==> config.mk <==
export PLATFORM = sky130hd
export DESIGN_NAME = fetch_unit
export DESIGN_NICKNAME = d
export VERILOG_FILES = /design/src/rtl/cpu_defs.sv /design/src/rtl/fetch_unit_bht.sv /design/src/rtl/fetch_unit.sv
export SDC_FILE = /design/constraint.sdc
export NUM_CORES = 1
export LEC_CHECK = 0
export BUFFER_PORTS_ARGS = -buffer_cell sky130_fd_sc_hd__buf_4
export CAP_MARGIN = 20
export CORE_AREA = 4 4 377 379
export DETAILED_ROUTE_END_ITERATION = 8
export DIE_AREA = 0 0 381 383
export PLACE_DENSITY_LB_ADDON = 0.2
export RECOVER_POWER = 25
export SLEW_MARGIN = 20
export SYNTH_ARGS = -nofsm -noshare
export SYNTH_HDL_FRONTEND = slang
export SYNTH_SLANG_ARGS = --single-unit
==> constraint.sdc <==
create_clock -name clk_in -period 19 [get_ports clk_in]
set_input_delay 2.85 -clock clk_in [delete_from_list [all_inputs] [get_ports clk_in]]
set_output_delay 2.85 -clock clk_in [all_outputs]
set_load 0.05 [all_outputs]
==> src/rtl/cpu_defs.sv <==
// Shared definitions for the fetch front end:
// opcodes, predictor modes, queue entry layout, immediates.
package cpu_defs;

  localparam logic [6:0] OP_JAL    = 7'b1101111;
  localparam logic [6:0] OP_JALR   = 7'b1100111;
  localparam logic [6:0] OP_BRANCH = 7'b1100011;

  localparam int PRED_ALWAYS  = 0;
  localparam int PRED_NEVER   = 1;
  localparam int PRED_BIMODAL = 2;

  localparam logic [1:0] CTR_INIT = 2'b10;

  typedef enum logic {
    ST_RUN,
    ST_JWAIT
  } fetch_state_e;

  typedef struct packed {
    logic [31:0] inst;
    logic [31:0] addr;
    logic        is_c;
    logic        pred_taken;
    logic [31:0] pred_addr;
  } iq_entry_t;

  function automatic logic [31:0] imm_j(
    input logic [31:0] i
  );
    return {{12{i[31]}}, i[19:12], i[20],
            i[30:21], 1'b0};
  endfunction

  function automatic logic [31:0] imm_b(
    input logic [31:0] i
  );
    return {{20{i[31]}}, i[7], i[30:25],
            i[11:8], 1'b0};
  endfunction

endpackage

==> src/rtl/fetch_unit_bht.sv <==
// Bimodal branch history table: 2-bit saturating
// counters, async read, update visible next cycle.
import cpu_defs::*;

module bht #(
  parameter int IDX_W = 6
) (
  input  logic             clk_i,
  input  logic             rst_i,
  input  logic             en_i,
  input  logic [IDX_W-1:0] rd_idx_i,
  output logic [1:0]       rd_ctr_o,
  input  logic             upd_valid_i,
  input  logic [IDX_W-1:0] upd_idx_i,
  input  logic             upd_taken_i
);

  localparam int N = 2 ** IDX_W;

  logic [1:0] ctr_q [N];
  logic [1:0] ctr_d;

  assign rd_ctr_o = ctr_q[rd_idx_i];

  // saturating step of the counter being updated
  always_comb begin
    ctr_d = ctr_q[upd_idx_i];
    if (upd_taken_i) begin
      if (ctr_d != 2'b11)
        ctr_d = ctr_d + 2'd1;
    end else begin
      if (ctr_d != 2'b00)
        ctr_d = ctr_d - 2'd1;
    end
  end

  // table reset to weakly taken, then commit updates
  always_ff @(posedge clk_i) begin
    if (rst_i) begin
      for (int i = 0; i < N; i++)
        ctr_q[i] <= CTR_INIT;
    end else if (en_i && upd_valid_i) begin
      ctr_q[upd_idx_i] <= ctr_d;
    end
  end

endmodule

==> src/rtl/fetch_unit.sv <==
// Fetch front end: PC, predecode, branch prediction
// and an instruction queue toward the decoder.
import cpu_defs::*;

module fetch_unit #(
  parameter int          IQ_DEPTH  = 8,
  parameter int          PRED_MODE = 2,
  parameter int          BHT_IDX_W = 6,
  parameter logic [31:0] RESET_PC  = 32'h0
) (
  input  logic        clk_in,
  input  logic        rst_in,
  input  logic        rdy_in,
  input  logic        clear,
  input  logic        melt,
  input  logic [31:0] corr_jump_addr,
  output logic        if_enable,
  output logic [31:0] if_addr,
  input  logic        inst_ready,
  input  logic        is_c,
  input  logic [31:0] inst_val,
  output logic        q_valid,
  input  logic        q_ready,
  output logic [31:0] q_inst,
  output logic [31:0] q_addr,
  output logic        q_is_c,
  output logic        q_pred_taken,
  output logic [31:0] q_pred_addr,
  input  logic        upd_valid,
  input  logic [31:0] upd_addr,
  input  logic        upd_taken
);

  localparam int PTR_W = $clog2(IQ_DEPTH);
  localparam int CNT_W = PTR_W + 1;
  localparam logic [CNT_W-1:0] FULL =
    CNT_W'(IQ_DEPTH);

  fetch_state_e     st_q, st_d;
  logic [31:0]      pc_q, pc_d;
  logic [PTR_W-1:0] head_q, head_d;
  logic [PTR_W-1:0] tail_q, tail_d;
  logic [CNT_W-1:0] cnt_q, cnt_d;
  iq_entry_t        iq_q [IQ_DEPTH];
  iq_entry_t        ent;
  iq_entry_t        head_ent;
  logic             push;
  logic             pop;
  logic             pred_bit;
  logic             jwait_set;
  logic [31:0]      seq_pc;
  logic [6:0]       opc;

  assign opc = inst_val[6:0];

  assign if_enable = !clear
                   && (st_q == ST_RUN)
                   && (cnt_q < FULL);
  assign if_addr   = pc_q;

  assign push = rdy_in && inst_ready && if_enable;
  assign pop  = rdy_in && !clear
              && q_valid && q_ready;

  generate
    if (PRED_MODE == PRED_BIMODAL) begin : g_bht
      logic [1:0] ctr;
      logic       unused_bht;
      bht #(
        .IDX_W(BHT_IDX_W)
      ) u_bht (
        .clk_i      (clk_in),
        .rst_i      (rst_in),
        .en_i       (rdy_in),
        .rd_idx_i   (pc_q[BHT_IDX_W:1]),
        .rd_ctr_o   (ctr),
        .upd_valid_i(upd_valid),
        .upd_idx_i  (upd_addr[BHT_IDX_W:1]),
        .upd_taken_i(upd_taken)
      );
      assign pred_bit   = ctr[1];
      assign unused_bht = ^{ctr[0],
                            upd_addr[31:BHT_IDX_W+1],
                            upd_addr[0]};
    end else begin : g_static
      logic unused_upd;
      assign pred_bit   = (PRED_MODE == PRED_ALWAYS);
      assign unused_upd = ^{upd_valid, upd_addr,
                            upd_taken};
    end
  endgenerate

  // predecode: build the entry and predicted next PC
  always_comb begin
    seq_pc         = pc_q + (is_c ? 32'd2 : 32'd4);
    jwait_set      = 1'b0;
    ent            = '0;
    ent.inst       = inst_val;
    ent.addr       = pc_q;
    ent.is_c       = is_c;
    ent.pred_taken = 1'b0;
    ent.pred_addr  = seq_pc;
    unique case (1'b1)
      (opc == OP_JAL): begin
        ent.pred_taken = 1'b1;
        ent.pred_addr  = pc_q + imm_j(inst_val);
      end
      (opc == OP_BRANCH): begin
        ent.pred_taken = pred_bit;
        if (pred_bit)
          ent.pred_addr = pc_q + imm_b(inst_val);
      end
      (opc == OP_JALR): begin
        jwait_set = 1'b1;
      end
      default: ;
    endcase
  end

  // next state: flush beats redirect beats push/pop
  always_comb begin
    st_d   = st_q;
    pc_d   = pc_q;
    head_d = head_q;
    tail_d = tail_q;
    cnt_d  = cnt_q;
    if (clear) begin
      st_d   = ST_RUN;
      pc_d   = corr_jump_addr;
      head_d = '0;
      tail_d = '0;
      cnt_d  = '0;
    end else begin
      if (push) begin
        pc_d   = ent.pred_addr;
        tail_d = tail_q + PTR_W'(1);
        if (jwait_set)
          st_d = ST_JWAIT;
      end
      if (melt) begin
        pc_d = corr_jump_addr;
        st_d = ST_RUN;
      end
      if (pop)
        head_d = head_q + PTR_W'(1);
      unique case ({push, pop})
        2'b10:   cnt_d = cnt_q + CNT_W'(1);
        2'b01:   cnt_d = cnt_q - CNT_W'(1);
        default: ;
      endcase
    end
  end

  // control registers, frozen while rdy_in is low
  always_ff @(posedge clk_in) begin
    if (rst_in) begin
      st_q   <= ST_RUN;
      pc_q   <= RESET_PC;
      head_q <= '0;
      tail_q <= '0;
      cnt_q  <= '0;
    end else if (rdy_in) begin
      st_q   <= st_d;
      pc_q   <= pc_d;
      head_q <= head_d;
      tail_q <= tail_d;
      cnt_q  <= cnt_d;
    end
  end

  // queue storage write at the tail
  always_ff @(posedge clk_in) begin
    if (!rst_in && push)
      iq_q[tail_q] <= ent;
  end

  assign q_valid = (cnt_q != '0);

  // head view, zeroed while the queue is empty
  always_comb begin
    head_ent = '0;
    if (q_valid)
      head_ent = iq_q[head_q];
  end

  assign q_inst       = head_ent.inst;
  assign q_addr       = head_ent.addr;
  assign q_is_c       = head_ent.is_c;
  assign q_pred_taken = head_ent.pred_taken;
  assign q_pred_addr  = head_ent.pred_addr;

endmodule

==> results of run 1 <==
-- worst max-delay path, cell delays in order, from the launching register on --
cell	delay, ps
dfxtp_4	700
buf_4	660
buf_4	770
mux4_2	590
mux2i_1	260
nor2_1	70
buf_4	220
-- state kept, by name, indices dropped and copies added, names as in the netlist, named ones only --
name	flops
cnt_q	4
g_bht.u_bht.ctr_q	128
head_q	3
if_addr	32
iq_q	776
st_q	1
tail_q	3
-- cell usage in the layout (no fill, tap or decap), types with 25 or more instances in the layout --
cell | Yosys | layout
edfxtp_1 | 904 | 904
nor2_1 | 254 | 250
buf_4 | 34 | 226
mux4_2 | 222 | 222
nand2_1 | 207 | 207
mux2i_1 | 118 | 118
o21ai_0 | 112 | 112
clkbuf_16 | 0 | 105
a21oi_1 | 87 | 86
clkbuf_1 | 117 | 84
nand3_1 | 70 | 70
nor3_1 | 72 | 68
ha_1 | 49 | 49
dfxtp_1 | 52 | 49
xor2_1 | 35 | 35
xnor2_1 | 32 | 32
inv_1 | 31 | 30
a21o_1 | 25 | 25
-- cells by family (layout without fill, tap and decap cells) --
family          after synthesis  in the layout  share of synthesized area [%]
fa+ha+maj                    55             55                           1.67
mux                         351            351                           14.7
flops                       956            956                           65.9
compound gates              403            403                           6.06
simple gates                731            731                           7.71
buf+inv                     243            505                           2.55
xor+xnor                     67             67                           1.37
-- metrics by stage --
step,worst slack [ps],instance area (um2)
detailed placement,12090,46300
global route,11710,49400
CTS,11880,49600
finish,12130,49400
global placement,12090,46300
floorplan,3510,42800
-- power groups by stage --
stage | registers (mW) | logic, mW | clock network, mW
5_1_grt | 2.35 | 0.426 | 2.11
2_1_floorplan | 2.39 | 0.254 | 0
6_report | 2.35 | 0.394 | 1.95
4_1_cts | 2.35 | 0.403 | 2.01
3_3_place_gp | 2.39 | 0.401 | 0
3_5_place_dp | 2.40 | 0.401 | 0
-- worst min path at each step --
| stage | depth (start not counted) | to | startpoint |
|---|---|---|---|
| after global placement | 2 | cnt_q[0] | cnt_q[0] |
| final | 2 | register | head_q[1] |
| after floorplan | 2 | cnt_q[0] | cnt_q[0] |
| after detailed placement | 2 | register | head_q[1] |
| after CTS | 2 | register | head_q[1] |
| after global routing | 2 | register | head_q[1] |
-- per-layer routing --
metal	GRT usage [%]	part of all wire, %
met5	0	0
met1	22.5	43
met2	27.4	48
met4	4.82	2.4
met3	3.69	6.7
-- area by class of cell --
class	instances	area share, %
inverters	31	0.236
well taps	1807	4.58
clock inverters	52	0.938
repair buffers	279	3.91
flip-flops and latches	956	57.1
clock buffers	143	5.71
multi-input cells	1607	27.5
==> results_dict.tcl, run 1 <==
set metrics [dict create \
    run_status "completed" \
    multi_input_area_um2 13600 \
    cts_num_sinks 956 \
    cap_violations 0 \
    fp.dieH_um 383 \
    syn_to_final_growth_pct 15.4 \
    gp_congestion 0.837 \
    dieArea_um2 146000 \
    grt_pass1_wl_um 180000 \
    io_pins 238 \
    reg2reg_slack_ps 14210 \
    cts_tree "built" \
    synth_top_flop_cell "edfxtp_1" \
    worstReg2RegStart "if_addr[2]" \
    holdWs_ps 529 \
    syn_avg_cell_area_um2 15.2 \
    cts_inserted_buffers 104 \
    worstSetupPathType "reg2out" \
    ir_drop_uv 71.4 \
    ctsRootBufferMaster "clkbuf_16" \
    vias_per_cell 5.19 \
    crit_path_start_kind "register" \
    worstPathMaxFanout 40 \
    dp_cells 4680 \
    n_fill_cell 13300 \
    num_rows 137 \
    tightest_slew_ps 1100 \
    totalWireLength_um 124000 \
    synth_edf_count 904 \
    fin_cells 4875 \
    antenna_cells 0 \
    post_synth_instance_area_um2 42800 \
    skew_ps 48.8 \
    dr_total_vias 25300 \
    final-setup-viol-count 0 \
    power_frac_comb_pct 8.4 \
    grt_max_degree 100 \
    max_freq_ghz 0.146 \
    nets 3138 \
    synth_common_cells "edfxtp_1 (904), nor2_1 (254), mux4_2 (222), nand2_1 (207), mux2i_1 (118)" \
    rsz0062_at_grt "false" \
    power.internal_mw 3.56 \
    async_reset_ff_share_pct 0 \
    p_leak_nw 15.6 \
    h-tree-depth 3 \
    slew_headroom_pct 26.4 \
    seq_area_um2 28200 \
    post-cts-setup-buffers 0 \
    synth_fp_nets 2965 \
    dr.pass1.iters 6 \
    crit-reg2reg-capture "iq_q[6][28]" \
    holdBufCountCts 0 \
    p_per_area_nw_per_um2 95.2 \
    synth_seq_area_share_pct 65.9 \
    coreArea_um2 139000 \
    antenna_found_initial 3 \
    hpwlAfterDp_um 78500 \
    p_clk_share_pct 41.6 \
    insertion_delay_ps 720 \
    hold_class "reg2reg" \
    grt_usage_pct 16.7 \
    ys_types 70 \
    ys.warnings.count 0 \
    synth_top_area_cell "edfxtp_1" \
    syn_inst 2806 \
    reg2reg_depth 9 \
    p_sw_share_pct 24.3 \
    io_buffer_count 211 \
    grt_pass1_vias 25800 \
    start_util_pct 30.8 \
    synthTopCellsByArea "edfxtp_1 (63%), mux4_2 (12%), mux2i_1 (2.8%)" \
    power_frac_seq_pct 50.0 \
    fin_util_pct 35.6 \
    grt_remaining_overflow 0 \
    drt-initial-drc-count 2218 \
    synth.most_common_cell "edfxtp_1" \
    finalPower_mw 4.70 \
    required_ps 16150 \
    arrival_ps 4020 \
    synth-seq-cells 956 \
    ant_nets 0 \
    clk_path_buf_depth 3 \
    post_cts_resized 0 \
    tns_ps 0 \
    cp-endpoint "q_pred_taken" \
    wl_per_cell_um 25.4 \
    die_w_um 381 \
    cp-end-kind "output port" \
    period_needed_ps 6870 \
    drive_gt1_share_pct 20.5 \
    yosysTopAreaCellShare_pct 63.5 \
    drcViolationCount 0 \
    p_sw_mw 1.14 \
    fin_crit_sh_pct 36.2 \
    finalMaxSlewViolations 0 \
    hold_viol_final 0 \
    clk_pin_slew_worst_paths_ps 50 \
]
No activity file was read; power rests on OpenSTA's default activity.
==> run 2, diff against run 1 <==
Settings changed: ABC_AREA set to 1, CORE_AREA 4 4 377 379 to 4 4 386 388, DIE_AREA 0 0 381 383 to 0 0 390 392.
Clock period 19 ns to 6.2 ns, I/O delays scaled along.
==> results_dict.tcl, run 2 <==
set metrics [dict create \
    period_needed_ps 4690 \
    dr.pass1.iters 7 \
    syn_to_final_growth_pct 15.0 \
    worstSetupPathType "reg2out" \
    run_status "complete, but fails checks" \
    holdWs_ps 486 \
    fp.dieH_um 392 \
    post-cts-setup-buffers 0 \
    cts_num_sinks 956 \
    p_per_area_nw_per_um2 291 \
    synthTopCellsByArea "edfxtp_1 (60%), nor2_1 (7.0%), o21ai_0 (5.9%)" \
    max_flop_register "iq_q" \
    tns_ps 0 \
    cts_inserted_buffers 107 \
    start_util_pct 30.9 \
    cp-end-kind "output port" \
    async_reset_ff_share_pct 0 \
    routedLengthMet1_um 65000 \
    synth_top_area_cell "edfxtp_1" \
    wl_met2_um 68900 \
    io_pins 238 \
    slew_headroom_pct -7.82 \
    syn_inst 4459 \
    ant_nets 0 \
    coreArea_um2 145000 \
    num_rows 140 \
    required_ps 5270 \
    ctsRootBufferMaster "clkbuf_16" \
    largest_reg_flops 776 \
    hold_class "in2reg" \
    violations "max-capacitance violations, max-slew violations" \
    worstReg2RegStart "if_addr[1]" \
    grt_pass1_vias 31500 \
    drt-initial-drc-count 2807 \
    final_common_cell "edfxtp_1" \
    cts_tree "built" \
    ir_drop_uv 209 \
    holdBufCountCts 0 \
    arrival_ps 3760 \
    antenna_found_initial 1 \
    yosysTopAreaCellShare_pct 60.5 \
    clk_path_buf_depth 3 \
    ys_types 49 \
    synth.most_common_cell "edfxtp_1" \
    cap_violations 1 \
    post_cts_resized 0 \
    final_cell_mix "edfxtp_1 (904), nor2_1 (832), nand2_1 (688)" \
    hold_viol_final 0 \
    max_freq_ghz 0.213 \
    fin_cells 6580 \
    dieArea_um2 153000 \
    reg2reg_depth 16 \
    dr_wl_met3_um 8300 \
    cp-endpoint "q_addr[13]" \
    synth-seq-cells 956 \
    gp_congestion 0.921 \
    rsz0062_at_grt "false" \
    p_leak_nw 18.4 \
    fin_crit_sh_pct 75.7 \
    finalPower_mw 15.0 \
    hpwlAfterDp_um 88900 \
    crit_path_start_kind "register" \
    synth_edf_count 904 \
    clk_pin_slew_worst_paths_ps 60 \
    wl_per_cell_um 22.1 \
    insertion_delay_ps 720 \
    grt_max_degree 156 \
    dr_total_vias 33200 \
    die_w_um 390 \
    finalMaxSlewViolations 29 \
    drive_gt1_share_pct 11.0 \
    top_layer "met4" \
    final-setup-viol-count 0 \
    grt_usage_pct 18.5 \
    post_synth_instance_area_um2 44900 \
    tightest_slew_ps 1620 \
    skew_ps 33.7 \
    syn_avg_cell_area_um2 10.1 \
    vias_per_cell 5.05 \
    grt_pass1_wl_um 212000 \
    synth_seq_area_share_pct 62.8 \
    synth_fp_nets 4618 \
    crit-reg2reg-capture "iq_q[6][27]" \
    worstPathMaxFanout 94 \
    io_buffer_count 211 \
    nets 4731 \
    ys.warnings.count 0 \
    h-tree-depth 3 \
    dp_cells 6380 \
    reg2reg_slack_ps 1940 \
    synth_top_flop_cell "edfxtp_1" \
    fin_util_pct 35.5 \
    grt_remaining_overflow 0 \
    synth_common_cells "edfxtp_1 (904), nor2_1 (838), nand2_1 (689), o21ai_0 (527), inv_1 (258)" \
    totalWireLength_um 145000 \
    drcViolationCount 0 \
]
## run 2: cell families (layout without fill, tap and decap cells)
kind of cell / Yosys count / count (layout) / synth area share, %
AOI/OAI and AO/OA: 959 / 959 / 12.1
buffers and inverters: 547 / 750 / 5.34
xor gates and xnor gates: 44 / 44 / 0.858
and+or+nand+nor: 1900 / 1900 / 17.3
DFF: 956 / 956 / 62.8
other: 0 / 1 / 0
adders and majority gates: 53 / 53 / 1.54
## run 2: through the flow
step / cell area, um2 / setup WS (ps)
4_1_cts: 51800 / 1390
3_3_place_gp: 48200 / 1980
5_1_grt: 51600 / 1270
3_5_place_dp: 48300 / 1940
2_1_floorplan: 44900 / -1180
6_report: 51600 / 1510
## run 2: worst min path at each step
stage                      start          end  slack (ps)  depth (start not counted)
3_3_place_gp           head_q[0]     register         470                          1
4_1_cts              inst_val[4]  iq_q[0][70]         390                          1
6_report       corr_jump_addr[0]   if_addr[0]         490                          3
5_1_grt        corr_jump_addr[0]   if_addr[0]         460                          3
2_1_floorplan          head_q[0]     register         450                          1
3_5_place_dp           head_q[0]     register         480                          1
## run 2: cell type report
class / count / area [um2]
fill: 14700 / 93800
sequential: 956 / 28200
multi-input combinational: 2956 / 14400
clock buffer: 135 / 2910
tap: 1917 / 2400
timing repair buffer: 275 / 2050
inverter: 276 / 1060
clock inverter: 64 / 601
antenna: 1 / 2.50
## run 2: where the power goes
group	switching [mW]	internal, mW
logic	1.12	0.365
clock network	2.61	3.69
registers	0.0692	7.14
## run 2: routing by layer
metal / track usage [%] / vias to the layer above
met4: 4.37 / 0
met3: 2.88 / 157
li1: - / 15800
met1: 25.3 / 16300
met5: 0 / -
met2: 31.0 / 933
## run 2: worst max-delay path: stages, from the launching register on
cell,delay [ps]
dfxtp_4,520
inv_6,750
buf_4,560
o21ai_0,170
o22ai_1,130
o21ai_0,100
a31oi_1,430
buf_4,290
